==> src/rtl/sysid_regs.sv <==
// Avalon-MM system-identification slave: build ID and timestamp, a 64-bit uptime counter
// with an atomic high-word snapshot, a control register and a bank of scratch registers.
module sysid_regs #(
    parameter logic [31:0] ID_VALUE     = 32'h0000_0000,
    parameter logic [31:0] TIMESTAMP    = 32'h0000_0000,
    parameter int          ADDR_WIDTH   = 3,
    parameter int          NUM_SCRATCH  = 2,
    parameter logic [31:0] SCRATCH_INIT = 32'h0000_0000,
    parameter int          UPTIME_DIV   = 1
) (
    input  logic                  clock,
    input  logic                  reset,
    input  logic [ADDR_WIDTH-1:0] address,
    input  logic                  read,
    input  logic                  write,
    input  logic [31:0]           writedata,
    input  logic [3:0]            byteenable,
    output logic [31:0]           readdata,
    output logic                  readdatavalid,
    output logic                  tick
);

    localparam int SCR_BASE  = 5;
    localparam int SCR_SLOTS = (NUM_SCRATCH > 0) ? NUM_SCRATCH : 1;

    // Bus handshake: there is no waitrequest, so read and write are accepted in their strobe
    // cycle. A read returns readdata with readdatavalid high for exactly one cycle on the next
    // edge. A read that coincides with a write is dropped and the write is performed.

    logic [63:0] uptime;
    logic [31:0] presc;
    logic [31:0] shadow_hi;
    logic        freeze;
    logic [31:0] scratch [SCR_SLOTS];

    logic [31:0] addr_w;
    logic        rd_en;
    logic        ctrl_wr;
    logic        clear_req;
    logic        presc_wrap;
    logic        incr;
    logic [31:0] rd_mux;

    assign addr_w     = 32'(address);
    assign rd_en      = read & ~write;
    assign ctrl_wr    = write && (addr_w == 32'd4);
    assign clear_req  = ctrl_wr & byteenable[0] & writedata[1];
    assign presc_wrap = (presc == 32'(UPTIME_DIV - 1));
    // Clear wins over an increment landing on the same edge, so no tick is produced either.
    assign incr       = ~freeze & presc_wrap & ~clear_req;

    always_comb begin
        rd_mux = 32'h0000_0000;
        case (addr_w)
            32'd0: rd_mux = ID_VALUE;
            32'd1: rd_mux = TIMESTAMP;
            32'd2: rd_mux = uptime[31:0];
            32'd3: rd_mux = shadow_hi;
            32'd4: rd_mux = {16'(NUM_SCRATCH), 15'd0, freeze};
            default: begin
                for (int i = 0; i < NUM_SCRATCH; i++) begin
                    if (addr_w == 32'(SCR_BASE + i)) begin
                        rd_mux = scratch[i];
                    end
                end
            end
        endcase
    end

    always_ff @(posedge clock or posedge reset) begin
        if (reset) begin
            readdata      <= 32'h0000_0000;
            readdatavalid <= 1'b0;
            tick          <= 1'b0;
            uptime        <= 64'd0;
            presc         <= 32'd0;
            shadow_hi     <= 32'h0000_0000;
            freeze        <= 1'b0;
        end else begin
            tick          <= incr;
            readdatavalid <= rd_en;
            if (rd_en) begin
                readdata <= rd_mux;
            end
            // Snapshot taken from the same pre-edge value that supplies the low word.
            if (rd_en && (addr_w == 32'd2)) begin
                shadow_hi <= uptime[63:32];
            end
            if (clear_req) begin
                uptime <= 64'd0;
                presc  <= 32'd0;
            end else if (!freeze) begin
                if (presc_wrap) begin
                    presc  <= 32'd0;
                    uptime <= uptime + 64'd1;
                end else begin
                    presc <= presc + 32'd1;
                end
            end
            if (ctrl_wr && byteenable[0]) begin
                freeze <= writedata[0];
            end
        end
    end

    always_ff @(posedge clock or posedge reset) begin
        if (reset) begin
            for (int i = 0; i < SCR_SLOTS; i++) begin
                scratch[i] <= SCRATCH_INIT;
            end
        end else begin
            for (int i = 0; i < NUM_SCRATCH; i++) begin
                if (write && (addr_w == 32'(SCR_BASE + i))) begin
                    for (int b = 0; b < 4; b++) begin
                        if (byteenable[b]) begin
                            scratch[i][8*b +: 8] <= writedata[8*b +: 8];
                        end
                    end
                end
            end
        end
    end

endmodule

==> config.mk <==
export PLATFORM = sky130hd
export DESIGN_NAME = sysid_regs
export DESIGN_NICKNAME = d
export VERILOG_FILES = /design/src/rtl/sysid_regs.sv
export SDC_FILE = /design/constraint.sdc
export NUM_CORES = 1
export LEC_CHECK = 0
export BUFFER_PORTS_ARGS = -buffer_cell sky130_fd_sc_hd__buf_2
export CAP_MARGIN = 15
export CORE_MARGIN = 2
export CORE_UTILIZATION = 42
export DETAILED_ROUTE_END_ITERATION = 16
export HOLD_SLACK_MARGIN = 0.06
export PLACE_DENSITY = 0.57
export SYNTH_ARGS = -nofsm -noshare
export SYNTH_HDL_FRONTEND = slang
export SYNTH_SLANG_ARGS = --single-unit
==> constraint.sdc <==
create_clock -name clock -period 13.17 [get_ports clock]
set_input_delay 2.634 -clock clock [delete_from_list [all_inputs] [get_ports clock]]
set_output_delay 2.634 -clock clock [all_outputs]
set_load 0.005 [all_outputs]
* Word-level counts from Yosys, hierarchy flattened *
Cells that the tools add are included.

storage, ports and cells
  bits in latches = 0
  word-level logic and storage cells = 59
  register bits after elaboration = 227
  memories kept = 0
  memory bits (writable) = 0
  memory bits (read-only) = 0

cells by class
  equality and inequality tests = 7
  shifts and indexed selects = 0
  mux-type cells = 9
  divide/modulo/power cells = 0
  $mul = 0
  magnitude comparators = 0
  add/sub/neg operators = 2
  bitwise operators = 8
  reductions and logical operators = 18

operators with widths
  operator                                                                 number
  64-bit two-way mux                                                       3
  32-bit two-way mux                                                       5
  32-bit one-hot mux with 4 select lines                                   1
  64-bit by 1-bit adder with 64-bit output, second input constant          1
  32-bit logical NOT                                                       2
  32-bit by 1-bit adder with 32-bit output, second input constant          1
  2-bit AND reduction                                                      9
  3-bit equality test, second input constant                               3
  3-bit by 2-bit equality test with 1-bit output, second input constant    2
  1-bit bitwise AND                                                        5
  1-bit logical AND                                                        5
  3-bit by 1-bit equality test with 1-bit output, second input constant    1
  1-bit inverter                                                           3
  2-bit by 1-bit inequality test with 1-bit output, second input constant  1
  2-bit nonzero test                                                       1
  2-bit OR reduction                                                       1

* Depth between registers and ports, before layout *
Gate-level depths: netlist (run 1).

  depth after elaboration = 6
  mapped depth = 10

* Worst setup path before layout (run 1) *
Ideal clock, no wire load.

  kind = input port to flip-flop
  from = input address[1]
  to = register shadow_hi[1]
  setup slack = 8.851 ns
  required time = 13.045 ns
  arrival = 4.194 ns
  path buffers = 3
  cell stages on the path = 6
  library setup time = 0.125 ns
  cells stage by stage = clkbuf_1 -> nand2b_1 -> clkbuf_1 -> nor3_1 -> clkbuf_1 -> mux2_2

on the way
  longest elaborated chain between the ends = 2

RTL lines
  what                                            line  RTL
  start, declared                                 13    input logic [ADDR_WIDTH-1:0] address,
  3-bit by 2-bit equality test with 1-bit output  86    if (rd_en && (addr_w == 32'd2)) begin
  1-bit logical AND                               86
  end signal, assigned                            87    shadow_hi <= uptime[63:32];
  end, declared                                   32    logic [31:0] shadow_hi;

No other way between the ends.
A chain may end at the register's enable or synchronous reset.

* Worst setup path in the final report (run 1) *
  from = input address[2]
  to = register presc[13]

on the way
  longest elaborated chain between the ends = 5

RTL lines
  what                                                                                                     line  RTL
  3-bit equality test *                                                                                    46    assign ctrl_wr = write && (addr_w == 32'd4);
  1-bit logical AND *                                                                                      46
  1-bit bitwise AND * (2 in series)                                                                        47    assign clear_req = ctrl_wr & byteenable[0] & writedata[1];
  2-bit by 1-bit inequality test with 1-bit output (no line) / 32-bit two-way mux (equally long branches)  -
  end signal, assigned                                                                                     97    presc <= presc + 32'd1;
  end, declared                                                                                            31    logic [31:0] presc;

Mark *: on every way between the ends. The rest lies on a longest branch, timed or not.

==> flow_summary.yaml, run 1 <==
clock_tree:
  htree_levels: 1
  cts_setup_buffers: 0
  cts_resized: 0
  cts_tree: "yes"
  cts_buffers: 27
  cts.clk_slew.worst_paths_ns: 0.06
  cts-root-buf: "clkbuf_16"
  cts_buffer_depth: 3
  clock-sinks: 227
  clk_latency_ns: 0.54
  ctsHoldBuffers: 0
die:
  coreArea_mm2: 0.02606
  die_x_um: 167.1
  start_util: 0.4286
  die_h_um: 167.1
  num_rows: 59
  die-area_mm2: 0.02791
  ios: 77
cells_and_area:
  fin_nets: 1186
  fin_area_mm2: 0.01276
  n_antenna_cell: 0
  flow.area_growth_from_synthesis_pct: 14.28
  layout-drive-gt1-share: 0.2171
  n_fill_cell: 2449
yosys:
  synth_nets: 1127
  synth_edf_count: 0
  ys_async_sr_fraction: 1.000
  synth_seq_cells: 227
  ys.flop_type: "dfrtp_1"
  yosysSeqAreaShare: 0.5086
  yosys_warnings: 0
  postSynthAreaPerCell_um2: 10.33
  synthDistinctLibCells: 54
  syn_inst: 1081
  syn_area_mm2: 0.01117
power:
  sw_frac_of_total: 0.3040
  p_switching_mw: 0.6466
  p_leak_nw: 5.362
  total_power_mw: 2.127
  seq_power_share: 0.475
  powerDensity_mw_per_mm2: 166.6
  comb_power_share: 0.175
  p_clk_frac: 0.350
  ir_drop_mv: 0.1034
  p_int_mw: 1.481
timing:
  finalHoldViolations: 0
  rsz0062_at_grt: "false"
  slew_violations: 0
  max-slew-margin-rel: 0.2750
  setup_violations: 0
  finalCritPeriodShare: 0.3635
  setup_tns_ns: 0
  timing.fmax_mhz: 208.9
  clock_skew_ns: 0.01390
  tightest_slew_ns: 1.080
  period_minus_slack_ns: 4.788
critical_path:
  cp_num_buf_inv: 3
  worst_r2r_endpoint: "uptime[60]"
  required_ns: 13.59
  endpoint: "presc[13]"
  worstRegToRegCells: 6
  r2r-start: "presc[18]"
  cp_slowest_cell: "o21ai_1"
  crit_chain: "buf_2, buf_4, nand2b_1, or2_2, o21ai_1, buf_4, a21oi_1, a211o_1"
  cp-end-kind: "flop"
  crit_start: "address[2]"
  cp_num_cells: 8
  cp_top_family: "buffers and inverters"
  max_stage_delay_ns: 0.59
  criticalPathCategory: "input port to flop"
  rrSetupSlack_ns: 9.33
  crit_path_frequent_cell: "buf_4"
  crit_arrival_ns: 5.21
  crit_fanout: 40
  worstSetupStartpointType: "input port"
route:
  antenna_left: 0
  drtIter0Drc: 636
  routed-via-count: 8700
  vias_per_cell: 5.816
  drc: 0
  finalWirelength_mm: 29.15
  first_pass_iters: 6
  detail_route.wl_per_cell_um: 19.48
grt:
  overflow: 0
  grt_usage: 0.2108
  grt_pass1_wl_mm: 47.58
  antenna_found_initial: 0
  grt_pass1_vias: 8588
  grt_max_degree: 102
min_path:
  worstHoldPathType: "flop to flop"
placement:
  dp_hpwl_mm: 20.14
  finalWeightedCongestion: 0.8340
  port_buffers: 76
  placedInstanceArea_mm2: 0.01185
outcome:
  status: "complete, no violations"
flow_run:
  maxCapViolCount: 0
routing by layer:
layer / GRT usage / routed length, µm / vias up
li1: - / - / 4095
met1: 0.3033 / 13600 / 4350
met2: 0.3403 / 13700 / 217
met3: 0.02543 / 1354 / 38
met4: 0.05135 / 494 / 0
met5: 0 / 0 / -
how the worst min path moves through the flow:
stage | start | endpoint | depth (start not counted)
floorplan | scratch[32] | scratch[32] | 1
global placement | readdata[2] | readdata[2] | 2
detailed placement | readdata[0] | readdata[0] | 1
CTS | readdata[0] | readdata[0] | 1
global route | readdata[17] | readdata[17] | 2
finish | readdata[0] | readdata[0] | 1
state kept, by name, indices dropped and copies added (netlist names):
signal	cells
scratch	64
uptime	64
tick	1
shadow_hi	32
readdata	32
readdatavalid	1
presc	32
freeze	1
per-stage QoR:
stage | setup WS [ns] | util | hold WS [ns] | std cells
floorplan | 4.316 | - | 0.4716 | 1081
global placement | 7.867 | 0.4547 | 0.4581 | 1445
detailed placement | 7.830 | 0.4547 | 0.4628 | 1445
CTS | 8.388 | 0.4888 | 0.4762 | 1495
global route | 8.196 | 0.4898 | 0.4991 | 1496
finish | 8.382 | 0.4898 | 0.4686 | 1496
area by class of cell:
cell class,instances,area [µm²],share of cell area
clock buffer,41,788.3,0.06175
clock inverter,9,101.3,0.007940
inverter,15,63.81,0.004999
multi-input combinational,779,5206,0.4079
sequential,227,5680,0.4450
tap,335,419.2,0.03284
timing repair buffer,90,505.5,0.03960
placed cells by master (no fill, tap or decap), drive strengths merged, types with 2 or more instances in the layout:
| cell | netlist | routed |
|---|---|---|
| a21o | 3 | 3 |
| a21oi | 85 | 85 |
| a22o | 30 | 30 |
| a31o | 2 | 2 |
| and2 | 5 | 5 |
| and3 | 11 | 11 |
| and4 | 13 | 13 |
| buf | 18 | 90 |
| bufinv | 0 | 2 |
| clkbuf | 42 | 41 |
| clkinv | 0 | 5 |
| dfrtp | 227 | 227 |
| ha | 3 | 3 |
| inv | 15 | 16 |
| mux2 | 96 | 96 |
| mux2i | 31 | 31 |
| nand2 | 82 | 82 |
| nand2b | 5 | 5 |
| nand3 | 41 | 41 |
| nand4 | 38 | 38 |
| nand4b | 3 | 3 |
| nor2 | 86 | 86 |
| nor2b | 2 | 2 |
| nor3 | 18 | 18 |
| nor4 | 20 | 20 |
| nor4b | 4 | 4 |
| o21a | 3 | 3 |
| o21ai | 73 | 73 |
| o31ai | 20 | 20 |
| or2 | 3 | 3 |
| or3 | 35 | 35 |
| or4 | 23 | 23 |
| xnor2 | 14 | 14 |
| xor2 | 18 | 18 |
kinds of logic (layout without fill, tap and decap cells):
kind of cell             after synthesis  count (layout)  share of synthesized area
AND/OR/NAND/NOR                      391             391                     0.1907
flip-flops                           227             227                     0.5086
AO/OA/AOI/OAI                        226             226                     0.1206
multiplexers                         127             127                     0.1246
buffers and inverters                 75             155                    0.02711
XOR/XNOR                              32              32                    0.02509
adder cells (fa/ha/maj)                3               3                   0.003361
power by group through the flow:
stage / registers [mW] / clock network [mW] / logic (mW)
after floorplan: 0.959 / 0 / 0.285
after global placement: 1.02 / 0 / 0.364
after detailed placement: 1.02 / 0 / 0.372
after CTS: 1.01 / 0.761 / 0.375
after global routing: 1.03 / 0.794 / 0.419
final: 1.01 / 0.744 / 0.372
cell usage after synthesis, types with 6 or more instances:
cell | instances | area share
nand4_1 | 35 | 0.020
and3_1 | 11 | 0.0062
nor3_1 | 18 | 0.0081
inv_1 | 15 | 0.0050
buf_1 | 6 | 0.0020
o31ai_1 | 20 | 0.013
o21ai_0 | 71 | 0.032
a21oi_1 | 85 | 0.038
nor2_1 | 86 | 0.029
or3_1 | 35 | 0.020
mux2i_1 | 31 | 0.028
clkbuf_1 | 42 | 0.014
xor2_1 | 18 | 0.014
dfrtp_1 | 227 | 0.51
nand2_1 | 82 | 0.028
and4_1 | 13 | 0.010
mux2_2 | 96 | 0.097
xnor2_1 | 14 | 0.011
buf_2 | 11 | 0.0049
nand3_1 | 39 | 0.017
a22o_1 | 30 | 0.024
nor4_1 | 14 | 0.0078
or4_1 | 22 | 0.015
Note: power is estimated with default switching activity, not from simulation.
==> run 2: changes to the inputs <==
==> constraint.sdc (replaced) <==
create_clock -name clock -period 4.6 [get_ports clock]
set_input_delay 0.92 -clock clock [delete_from_list [all_inputs] [get_ports clock]]
set_output_delay 0.92 -clock clock [all_outputs]
set_load 0.005 [all_outputs]
==> flow_summary.yaml, run 2 (synthesis gave the netlist of run 1 again) <==
timing:
  max-slew-margin-rel: 0.3902
  setup_tns_ns: 0
  final.setup.worst_slack_ns: 1.433
  finalHoldViolations: 0
  tightest_slew_ns: 0.9126
  timing.fmax_mhz: 315.7
  period_minus_slack_ns: 3.167
  clock_skew_ns: 0.007660
  rsz0062_at_grt: "false"
  setup_violations: 0
  slew_violations: 0
  finalCritPeriodShare: 0.6885
clock_tree:
  clock-sinks: 227
  cts.clk_slew.worst_paths_ns: 0.06
  cts_setup_buffers: 0
  cts_resized: 0
  htree_levels: 1
  cts_buffer_depth: 3
  cts-root-buf: "clkbuf_16"
  clk_latency_ns: 0.52
  ctsHoldBuffers: 0
  cts_buffers: 25
  cts_tree: "yes"
die:
  die-area_mm2: 0.02791
  ios: 77
  die_h_um: 167.1
  start_util: 0.4286
  num_rows: 59
  die_x_um: 167.1
  coreArea_mm2: 0.02606
grt:
  grt_pass1_vias: 8408
  overflow: 0
  grt_max_degree: 126
  grt_usage: 0.2078
  antenna_found_initial: 0
  grt_pass1_wl_mm: 46.88
route:
  routed-via-count: 8658
  drtIter0Drc: 770
  antenna_left: 0
  drc: 0
  detail_route.wl_per_cell_um: 19.48
  first_pass_iters: 5
  vias_per_cell: 5.795
  finalWirelength_mm: 29.10
placement:
  dp_hpwl_mm: 20.42
  finalWeightedCongestion: 0.8264
  placedCellCount: 1451
  dp_slack_ns: 1.346
  port_buffers: 76
cells_and_area:
  layout.cells.non_filler: 1494
  finish.utilization: 0.4861
  final_cell_mix: "227 x dfrtp_1, 96 x mux2_2, 85 x a21oi_1"
  multi_input_area_mm2: 0.005206
  fin_nets: 1189
  n_antenna_cell: 0
  layout-drive-gt1-share: 0.2157
  largest_registers: "scratch: 64 flops, uptime: 64 flops"
  sequential_cell_area_mm2: 0.005680
  n_fill_cell: 2423
  flow.area_growth_from_synthesis_pct: 13.42
  layout_commonest_cell: "dfrtp_1"
critical_path:
  required_ns: 5.04
  cp-end-kind: "flop"
  criticalPathCategory: "flop to flop"
  worstRegToRegCells: 5
  worstSetupStartpointType: "flop"
  r2r-start: "presc[18]"
  crit_arrival_ns: 3.61
  worst_r2r_endpoint: "uptime[55]"
  crit_fanout: 16
  rrSetupSlack_ns: 1.43
power:
  p_int_mw: 4.037
  p_clk_frac: 0.321
  seq_power_share: 0.495
  sw_frac_of_total: 0.3083
  p_switching_mw: 1.799
  comb_power_share: 0.184
  p_leak_nw: 5.310
  ir_drop_mv: 0.2644
  powerDensity_mw_per_mm2: 460.7
min_path:
  worstHoldStart: "readdata[19]"
  hold_depth: 2
  worstHoldPathType: "flop to flop"
  whs_endpoint: "readdata[19]"
outcome:
  status: "complete, no violations"
flow_run:
  maxCapViolCount: 0
-- run 2: changes by cell type in the layout (fill, tap and decap cells not counted) --
cell / previous run / this run
clkinv_2: 5 / 3
bufinv_16: 2 / 0
buf_12: 0 / 2
inv_8: 1 / 0
clkbuf_16: 27 / 25
clkbuf_8: 6 / 5
buf_4: 13 / 17
clkinvlp_4: 1 / 3
inv_6: 1 / 0
buf_16: 1 / 0
-- run 2: final cells by class --
class | instances | area share
sequential | 227 | 0.4484
multi-input combinational | 779 | 0.4110
clock buffer | 38 | 0.05719
timing repair buffer | 95 | 0.04326
tap | 335 | 0.03309
inverter | 15 | 0.004741
clock inverter | 5 | 0.002370
-- run 2: worst max path at each step --
stage / slack [ns] / cells past startpoint / end / startpoint
after floorplan: 0.71 / 1 / freeze / reset
after global placement: 1.37 / 6 / presc[26] / address[2]
after detailed placement: 1.35 / 6 / presc[26] / address[2]
after CTS: 1.43 / 6 / uptime[57] / presc[18]
after global routing: 1.23 / 5 / uptime[63] / presc[18]
final: 1.43 / 5 / uptime[55] / presc[18]
-- run 2: power by group through the flow --
stage | clock, mW | sequential, mW | combinational [mW]
5_1_grt | 2.01 | 2.95 | 1.22
3_5_place_dp | 0 | 2.92 | 1.08
3_3_place_gp | 0 | 2.91 | 1.06
6_report | 1.87 | 2.89 | 1.08
4_1_cts | 1.92 | 2.89 | 1.09
2_1_floorplan | 0 | 2.75 | 0.816
-- run 2: per-stage QoR --
| step | hold slack (ns) | cell area [µm²] | power [mW] |
|---|---|---|---|
| 2_1_floorplan | 0.4716 | 11170 | 3.562 |
| 3_3_place_gp | 0.4569 | 11910 | 3.969 |
| 3_5_place_dp | 0.4648 | 11910 | 4.002 |
| 4_1_cts | 0.4787 | 12670 | 5.900 |
| 5_1_grt | 0.4986 | 12670 | 6.180 |
| 6_report | 0.4738 | 12670 | 5.836 |
-- run 2: layer usage --
metal  share of wire  global-route usage  routed length [µm]
met1            0.46              0.2906               13400
met2            0.47              0.3383               13770
met3           0.044             0.03066                1278
met4           0.022             0.05697                 639
met5               0                   0                   0
-- run 2: worst max-delay path: stages, from the launching register on --
cell	delay [ns]
dfrtp_1	0.44
nor4_1	0.59
and4_1	0.55
nand4_1	0.63
or4_1	0.72
a21oi_1	0.15
==> run 3: changes to the inputs <==
--- a/config.mk
+++ b/config.mk
@@ -5,6 +5,7 @@
 export SDC_FILE = /design/constraint.sdc
 export NUM_CORES = 1
 export LEC_CHECK = 0
+export ABC_AREA = 1
 export BUFFER_PORTS_ARGS = -buffer_cell sky130_fd_sc_hd__buf_2
 export CAP_MARGIN = 15
 export CORE_MARGIN = 2
==> constraint.sdc (replaced) <==
create_clock -name clock -period 2.98 [get_ports clock]
set_input_delay 0.596 -clock clock [delete_from_list [all_inputs] [get_ports clock]]
set_output_delay 0.596 -clock clock [all_outputs]
set_load 0.005 [all_outputs]
==> flow_summary.yaml, run 3 <==
timing:
  tightest_slew_ns: 0.8185
  finalHoldViolations: 0
  rsz0062_at_grt: "false"
  clock_skew_ns: 0.009708
  finalCritPeriodShare: 0.7457
  max-slew-margin-rel: 0.4532
  timing.fmax_mhz: 450.0
  period_minus_slack_ns: 2.222
  setup_violations: 0
  slew_violations: 0
  setup_tns_ns: 0
  final.setup.worst_slack_ns: 0.7579
route:
  drtIter0Drc: 944
  routed-via-count: 11660
  first_pass_iters: 5
  detail_route.wl_per_cell_um: 17.56
  antenna_left: 0
  drc: 0
  finalWirelength_mm: 39.37
  vias_per_cell: 5.200
grt:
  overflow: 0
  grt_pass1_wl_mm: 61.67
  grt_pass1_vias: 11010
  antenna_found_initial: 1
  grt_usage: 0.2557
  grt_max_degree: 81
yosys:
  yosysSeqAreaShare: 0.4580
  synth_area_leader_cell: "dfrtp_1"
  synth_nets: 1810
  yosys_warnings: 0
  ys_async_sr_fraction: 1.000
  ys.flop_type: "dfrtp_1"
  yosysMostFrequentCell: "nand2_1"
  synth_common_cells: "526 x nand2_1, 284 x o21ai_0, 227 x dfrtp_1"
  synthDistinctLibCells: 35
  synth_top_area_frac: 0.4580
  ys_top_cells_by_area: "dfrtp_1 46%, nand2_1 16%, o21ai_0 11%, nor2_1 6.5%, inv_1 5.4%"
  synth_edf_count: 0
  postSynthAreaPerCell_um2: 7.031
  synth_seq_cells: 227
  syn_inst: 1764
  syn_area_mm2: 0.01240
placement:
  dp_hpwl_mm: 29.17
  port_buffers: 76
  finalWeightedCongestion: 0.9419
  placedCellCount: 2192
  dp_slack_ns: 0.5584
clock_tree:
  cts_resized: 0
  clock-sinks: 227
  cts-root-buf: "clkbuf_16"
  cts_buffer_depth: 3
  cts_setup_buffers: 0
  clk_latency_ns: 0.55
  ctsHoldBuffers: 0
  cts_buffers: 27
  htree_levels: 1
  cts.clk_slew.worst_paths_ns: 0.06
  cts_tree: "yes"
power:
  p_switching_mw: 2.547
  ir_drop_mv: 0.4696
  powerDensity_mw_per_mm2: 593.1
  sw_frac_of_total: 0.3023
  p_leak_nw: 6.477
  seq_power_share: 0.443
  p_clk_frac: 0.393
  p_int_mw: 5.880
  comb_power_share: 0.164
cells_and_area:
  final_cell_mix: "525 x nand2_1, 284 x o21ai_0, 227 x dfrtp_1"
  layout.cells.non_filler: 2242
  largest_registers: "scratch: 64 flops, uptime: 64 flops"
  flow.area_growth_from_synthesis_pct: 14.58
  fin_nets: 1883
  layout_commonest_cell: "nand2_1"
  layout-drive-gt1-share: 0.09262
critical_path:
  crit_chain: "inv_1, ha_1, nand3_1, nor2_1, nand2_1, nor2_1, nor2_1, nor2_4, buf_4, nand4_1, nand2_1"
  worstRegToRegCells: 11
  required_ns: 3.46
  rrSetupSlack_ns: 0.76
  worstSetupStartpointType: "flop"
  criticalPathCategory: "flop to flop"
  cp_top_family: "simple AND/OR/NAND/NOR gates"
  crit_fanout: 11
  cp_slowest_cell: "dfrtp_1"
  crit_arrival_ns: 2.70
  cp-end-kind: "flop"
  crit_path_frequent_cell: "nor2_1"
  cp_num_buf_inv: 2
  max_stage_delay_ns: 0.40
  worst_r2r_endpoint: "uptime[57]"
  r2r-start: "presc[0]"
die:
  die-area_mm2: 0.03092
  ios: 77
  coreArea_mm2: 0.02886
  start_util: 0.4298
  die_x_um: 175.8
  die_h_um: 175.8
  num_rows: 62
min_path:
  worstHoldPathType: "input port to async pin"
flow_run:
  maxCapViolCount: 0
outcome:
  status: "complete, no violations"
[run 3: changes by cell type in the layout (fill, tap and decap cells not counted), sizes merged, moves of 35 or more]
cell   delta
a21oi    -73
or3      -35
nand3    +86
o21ai   +228
inv     +165
nor2    +134
nand2   +449
mux2     -95
[run 3: cell type report]
| cell class | instances | area (µm²) |
|---|---|---|
| Clock buffer | 39 | 770.7 |
| Fill cell | 2956 | 14650 |
| Sequential cell | 227 | 5680 |
| Inverter | 180 | 679.4 |
| Timing Repair Buffer | 110 | 723.2 |
| Clock inverter | 10 | 106.4 |
| Multi-Input combinational cell | 1291 | 5767 |
| Antenna cell | 1 | 2.502 |
| Tap cell | 384 | 480.5 |
[run 3: cell families (layout without fill, tap and decap cells)]
kind of cell,count (synthesis),after routing,share of synthesized area
other cells,0,1,0
buf+inv,246,339,0.07889
xor+xnor,16,16,0.01130
mux,1,1,0.0009079
flops,227,227,0.4580
simple gates,953,953,0.3183
fa+ha+maj,3,3,0.003027
compound gates,318,318,0.1295
[run 3: power groups by stage]
stage / Sequential [mW] / Combinational (mW) / Clock [mW]
CTS: 3.73 / 1.39 / 3.38
floorplan: 3.71 / 0.948 / 0
finish: 3.73 / 1.38 / 3.31
detailed placement: 3.77 / 1.39 / 0
global placement: 3.77 / 1.37 / 0
global route: 3.78 / 1.59 / 3.50
[run 3: worst max-delay path by stage]
stage                  start     endpoint  slack [ns]  cells after the start
global placement       write  scratch[52]        0.62                      7
finish              presc[0]   uptime[57]        0.76                     11
global route        presc[0]    uptime[6]        0.53                     11
detailed placement     write  scratch[42]        0.56                      6
CTS                 presc[0]   uptime[57]        0.74                     11
floorplan              reset       freeze       -0.58                      1
[run 3: metal layers]
layer  up-vias  global-route usage  part of all wire
li1       5853                   -                 -
met4         0             0.09263             0.038
met2       283              0.4158              0.46
met3        80             0.02857             0.045
met1      5442              0.3535              0.46
met5         -                   0                 0
[run 3: stage by stage]
| stage | utilization | power [mW] | hold slack (ns) | cell area (µm²) |
|---|---|---|---|---|
| 2_1_floorplan | - | 4.655 | 0.4530 | 12410 |
| 3_3_place_gp | 0.4619 | 5.140 | 0.4654 | 13330 |
| 6_report | 0.4924 | 8.427 | 0.2086 | 14210 |
| 3_5_place_dp | 0.4619 | 5.164 | 0.4732 | 13330 |
| 4_1_cts | 0.4923 | 8.505 | 0.2219 | 14210 |
| 5_1_grt | 0.4923 | 8.867 | 0.2595 | 14210 |
[run 3: worst register-to-register path, stage by stage, from the launching register on]
cell and delay, ns:
dfrtp_1 0.40, inv_1 0.10, ha_1 0.23, nand3_1 0.09, nor2_1 0.11, nand2_1 0.08, nor2_1 0.22, nor2_1 0.15
nor2_4 0.30, buf_4 0.25, nand4_1 0.10, nand2_1 0.11
